==> config.mk <==
export PLATFORM = sky130hd
export DESIGN_NAME = word_packer_2to1
export DESIGN_NICKNAME = d
export VERILOG_FILES = /design/src/rtl/word_packer_2to1.sv
export SDC_FILE = /design/constraint.sdc
export NUM_CORES = 1
export LEC_CHECK = 0
export ABC_CLOCK_PERIOD_IN_PS = 4200
export BUFFER_PORTS_ARGS = -buffer_cell sky130_fd_sc_hd__buf_2
export CAP_MARGIN = 10
export CORE_MARGIN = 4
export CORE_UTILIZATION = 50
export DETAILED_ROUTE_END_ITERATION = 16
export GPL_TIMING_DRIVEN = 0
export HOLD_SLACK_MARGIN = 0.03
export PLACE_DENSITY = 0.82
export SETUP_SLACK_MARGIN = 0.5
export SYNTH_ARGS = -nofsm -noshare
export SYNTH_HDL_FRONTEND = slang
export SYNTH_SLANG_ARGS = --single-unit
==> constraint.sdc <==
create_clock -name clk -period 4.2 [get_ports clk]
set_input_delay 0.21 -clock clk [delete_from_list [all_inputs] [get_ports clk]]
set_output_delay 0.21 -clock clk [all_outputs]
set_load 0.05 [all_outputs]
==> src/rtl/word_packer_2to1.sv <==
// Packs pairs of WIDTH-bit words into 2*WIDTH-bit beats (lane0 = first word).
// A packet ending on a lane0 word produces a half beat with lane1 zeroed.
module word_packer_2to1 #(
  parameter int WIDTH = 32
) (
  input  logic               clk,
  input  logic               rst,
  input  logic               in_valid,
  output logic               in_ready,
  input  logic [WIDTH-1:0]   wdata,
  input  logic               in_last,
  output logic               out_valid,
  input  logic               out_ready,
  output logic [2*WIDTH-1:0] rdata,
  output logic [1:0]         out_keep,
  output logic               out_last
);

  localparam logic [1:0] ST_EMPTY = 2'd0;
  localparam logic [1:0] ST_HALF  = 2'd1;
  localparam logic [1:0] ST_FULL  = 2'd2;

  logic [1:0]         state_q, state_d;
  logic [2*WIDTH-1:0] rdata_q, rdata_d;
  logic [1:0]         keep_q, keep_d;
  logic               last_q, last_d;
  logic               valid_q, valid_d;
  logic               in_hs_s;
  logic               out_hs_s;

  // Accepting a word while FULL is only possible when the beat leaves on the same edge.
  assign in_ready = (state_q == ST_FULL) ? out_ready : 1'b1;
  assign in_hs_s  = in_valid && in_ready;
  assign out_hs_s = valid_q && out_ready;

  assign out_valid = valid_q;
  assign rdata     = rdata_q;
  assign out_keep  = keep_q;
  assign out_last  = last_q;

  // Next-state and lane loading.
  always_comb begin
    state_d = state_q;
    rdata_d = rdata_q;
    keep_d  = keep_q;
    last_d  = last_q;
    valid_d = valid_q;
    case (state_q)
      ST_EMPTY: begin
        if (in_hs_s) begin
          rdata_d = {{WIDTH{1'b0}}, wdata};
          if (in_last) begin
            state_d = ST_FULL;
            keep_d  = 2'b01;
            last_d  = 1'b1;
            valid_d = 1'b1;
          end else begin
            state_d = ST_HALF;
            keep_d  = 2'b00;
            last_d  = 1'b0;
            valid_d = 1'b0;
          end
        end else begin
          state_d = ST_EMPTY;
        end
      end
      ST_HALF: begin
        if (in_hs_s) begin
          rdata_d = {wdata, rdata_q[WIDTH-1:0]};
          state_d = ST_FULL;
          keep_d  = 2'b11;
          last_d  = in_last;
          valid_d = 1'b1;
        end else begin
          state_d = ST_HALF;
        end
      end
      ST_FULL: begin
        if (out_hs_s && in_hs_s) begin
          rdata_d = {{WIDTH{1'b0}}, wdata};
          if (in_last) begin
            state_d = ST_FULL;
            keep_d  = 2'b01;
            last_d  = 1'b1;
            valid_d = 1'b1;
          end else begin
            state_d = ST_HALF;
            keep_d  = 2'b00;
            last_d  = 1'b0;
            valid_d = 1'b0;
          end
        end else if (out_hs_s) begin
          state_d = ST_EMPTY;
          rdata_d = {(2*WIDTH){1'b0}};
          keep_d  = 2'b00;
          last_d  = 1'b0;
          valid_d = 1'b0;
        end else begin
          state_d = ST_FULL;
        end
      end
      default: begin
        state_d = ST_EMPTY;
        rdata_d = {(2*WIDTH){1'b0}};
        keep_d  = 2'b00;
        last_d  = 1'b0;
        valid_d = 1'b0;
      end
    endcase
  end

  // State and output registers with synchronous reset.
  always_ff @(posedge clk) begin
    if (rst) begin
      state_q <= ST_EMPTY;
      rdata_q <= {(2*WIDTH){1'b0}};
      keep_q  <= 2'b00;
      last_q  <= 1'b0;
      valid_q <= 1'b0;
    end else begin
      state_q <= state_d;
      rdata_q <= rdata_d;
      keep_q  <= keep_d;
      last_q  <= last_d;
      valid_q <= valid_d;
    end
  end

endmodule

Yosys cells after proc, flatten, opt, wreduce, memory -nomap -nowiden
Index checks and enable logic that the tools add are counted.

cells by class
  order comparisons = 0
  reductions and logical operators = 6
  mux-type cells = 26
  add/sub/neg operators = 0
  div/mod/pow operators = 0
  multiply operators = 0
  bitwise logic cells = 1
  eq/ne operators = 5
  shift-type cells = 0

operators by type and width
  kind                number
  $mux 64             4
  $pmux 64 s3         1
  $mux 2              9
  $pmux 2 s3          2
  $mux 1              8
  $pmux 1 s3          2
  $reduce_and 3->1    2
  $ne 2x2->1 const B  2
  $logic_and 1x1->1   3
  $ne 3x2->1 const B  1
  $eq 2x1->1 const B  1
  $eq 2x2->1 const B  1
  $logic_not 2->1     1
  $not 1->1           1

storage, ports and cells
  word-level logic and storage cells = 44
  memories = 0
  bits in read-only memories = 0
  output and inout port bits = 69
  latch bits = 0
  RAM bits = 0
  register bits = 70

Depth between registers and ports, before layout
  word-level depth = 6
  gate-level depth with buffers = 5

Worst setup path after synthesis
No wires, ideal clock.

  kind = flip-flop to flip-flop
  start = register out_keep[0] (netlist name)
  end = register rdata_q[17] (netlist: rdata[17])
  stages on the path, launching flop included = 5
  data required time = 4.083 ns
  clock period less this slack = 1.695 ns
  buffers on the path = 1
  arrival = 1.577 ns
  path slack = 2.505 ns
  library setup time = 0.117 ns
  cell sequence = dfxtp_1 > nand2_1 > o2bb2ai_4 > buf_6 > a32o_1

RTL lines
  item                  RTL line  RTL
  to (signal assigned)  116       rdata_q <= {(2*WIDTH){1'b0}};
  to (signal assigned)  122       rdata_q <= rdata_d;
  to (decl)             24        logic [2*WIDTH-1:0] rdata_q, rdata_d;

Worst setup path in the final report
  start = register state_q[1]
  end = output port in_ready

on the way
  longest elaborated chain between the ends = 2

ends and longest elaborated chain
  item                    RTL line  RTL
  from (decl)             23        logic [1:0] state_q, state_d;
  from (signal assigned)  121       state_q <= state_d;
  $eq 2x2->1              32        assign in_ready = (state_q == ST_FULL) ? out_ready : 1'b1;
  $mux 1                  32
  to (decl)               9         output logic in_ready,

Every way passes these cells.

==> flow_summary.yaml <==
outcome:
  status: "complete, no violations"
min_path:
  min_to: "rdata[23]"
  holdPathStages: 2
  hold_class: "input pin to flop"
  min_from: "wdata[23]"
setup_path:
  crit_path_max_fanout: 9
  r2r_start: "state_q[1]"
  start_kind: "flop"
  critPathSlowestCell: "dfxtp_1"
  rr_worst_depth: 4
  worstPathCellList: "nor2b_2 -> buf_4 -> nand2b_1 -> buf_2"
  cpPeakStageDelay_ns: 0.49
  worst-setup-path-type: "flop to output pin"
  critPathArrivalTime_ns: 1.47
  critPathRequiredTime_ns: 3.99
  rr_endpoint: "rdata[52]"
  reg2reg_slack_ns: 2.58
  end_kind: "output pin"
cells_and_area:
  nets: 408
  final_cells: 445
  ff_latch_area_sq_um: 1381
  n_antenna_cell: 0
  layout_commonest_cell: "buf_2"
  syn_to_final_growth_pct: 29.88
  fillers: 424
  drive_gt1_frac: 0.3760
  final_cell_mix: "buf_2, dfxtp_1, a21oi_1"
  multi_input_area_sq_um: 1074
  finalCoreUtilization: 0.6730
sta:
  setup_viol: 0
  worst_slew_pin_slew_ns: 0.5405
  drv_slew: 0
  fin_setup_tns_ns: 0
  holdWs_ns: 0.09355
  rsz0062_at_grt: "no"
  hold_violations: 0
  finClkSkew_ns: 0.004198
  fmax_mhz: 595.9
  fin_crit_sh: 0.3996
  min_period_ns: 1.678
  relSlewSlack: 0.6397
place:
  hpwl_um: 5252
  io_buffers: 105
  placedCellCount: 430
  gp_congestion: 0.7486
floorplan:
  dieArea_sq_um: 6521
  rows: 26
  fp.dieW_um: 80.75
  start_util: 0.5181
  die_h_um: 80.75
  coreArea_sq_um: 5107
  io_pins: 106
clocking:
  ctsHoldBuffers: 0
  clockRootBuffer: "clkbuf_8"
  cts_resized: 0
  cts_buffer_depth: 2
  cts.sinks: 69
  numCtsBuffers: 9
  cts_max_level: 3
  cts_setup_buffers: 0
  clk_pin_slew_ns: 0.07
  worstSkewPairLatency_ns: 0.34
  cts_tree: "built"
logic_synthesis:
  syn_area_sq_um: 2646
  ys_seq_elements: 69
  yosysSeqAreaShare: 0.5220
  yosysUniqueCellTypes: 26
  synthesis.nets: 292
  yosysWarnings: 0
  syn_inst: 255
  syn_area_per_cell_sq_um: 10.38
routing:
  dr.pass1.iters: 4
  route.vias.total: 2529
  drt_iter0_drc: 151
  antenna_left: 0
  drc_errors: 0
  routed_wirelength_um: 7252
  wl_per_cell_um: 16.30
  vias_per_cell: 5.683
pwr:
  powerDensity_nw_per_um2: 429.9
  ir_worst_vdd_uv: 269.8
  leakage_nw: 1.500
global_routing:
  antenna_found_initial: 0
  gr-usage-all-layers: 0.2300
  grt_pass1_wl_um: 11540
  grt_max_degree: 11
  grt_overflow: 0
  first_global_vias: 2432
flow_run:
  timing.max_cap.violations: 0
-- how the worst max path moves through the flow --
stage / start / end / slack (ns) / cells after the start
after floorplan: out_keep[0] / rdata[17] / 2.51 / 4
after global placement: state_q[1] / rdata[55] / 2.67 / 4
final: state_q[1] / in_ready / 2.52 / 4
after detailed placement: state_q[1] / rdata[60] / 2.62 / 4
after global routing: state_q[1] / in_ready / 2.43 / 4
after CTS: state_q[1] / in_ready / 2.50 / 4
-- per-layer routing --
metal	vias up	GRT usage	share of wire
met5	-	0	0
met4	0	0.08108	0.014
met3	10	0.06984	0.080
met2	93	0.3775	0.47
met1	1202	0.2875	0.43
li1	1224	-	-
-- cell type report --
class	instances	area share
repair buffers	105	0.1529
inverters	3	0.003276
clock buffers	14	0.05024
multi-input cells	154	0.3123
clock inverters	1	0.001456
plain buffers	29	0.05242
flip-flops and latches	69	0.4019
well taps	70	0.02548
-- synthesized netlist by cell type --
cell	count	area [sq um]
a31oi_1	1	6.260
inv_1	3	11.26
nor2_1	3	11.26
buf_2	9	45.04
a21bo_1	1	10.01
o21ai_0	2	10.01
and3b_2	1	10.01
nand2_1	3	11.26
buf_6	7	78.83
buf_4	2	15.01
nor3b_1	1	7.510
a22oi_1	32	240.2
o21a_1	1	7.510
and2b_2	2	17.52
o32ai_1	2	17.52
o2bb2ai_4	1	27.53
nor2b_2	1	8.760
nand3_1	32	160.2
a32o_1	32	320.3
o211a_1	1	10.01
a21oi_1	34	170.2
dfxtp_1	69	1381
nor2b_1	2	12.51
and3b_1	1	8.760
clkbuf_1	11	41.29
nand2b_1	1	6.260
-- through the flow --
step | instance area, sq um | power [mW] | setup WS (ns)
after floorplan | 2646 | 0.9215 | 2.505
after global placement | 3259 | 1.001 | 2.672
after detailed placement | 3259 | 1.006 | 2.623
after CTS | 3437 | 1.489 | 2.503
after global routing | 3437 | 1.537 | 2.431
final | 3437 | 1.478 | 2.522
-- state kept, by name, summed over array words and instances (netlist names) --
register,count
rdata,64
state_q,2
out_last,1
out_keep,2
-- critical path, delay by kind of cell, from the launching register on --
family	cells	cell delay (ns)
buf+inv	2	0.39
flops	1	0.49
simple gates	2	0.26
-- logic make-up (layout without fill, tap and decap cells) --
logic type | Yosys count | count (layout) | synth area share
flops | 69 | 69 | 0.5220
compound gates | 107 | 107 | 0.3097
simple gates | 47 | 47 | 0.09598
buf+inv | 32 | 152 | 0.07234
-- where the power goes --
| part | switching, mW | internal [mW] |
|---|---|---|
| Sequential | 0.0193 | 0.685 |
| Clock | 0.228 | 0.259 |
| Combinational | 0.204 | 0.0822 |
Note: power is estimated with default switching activity, not from simulation.
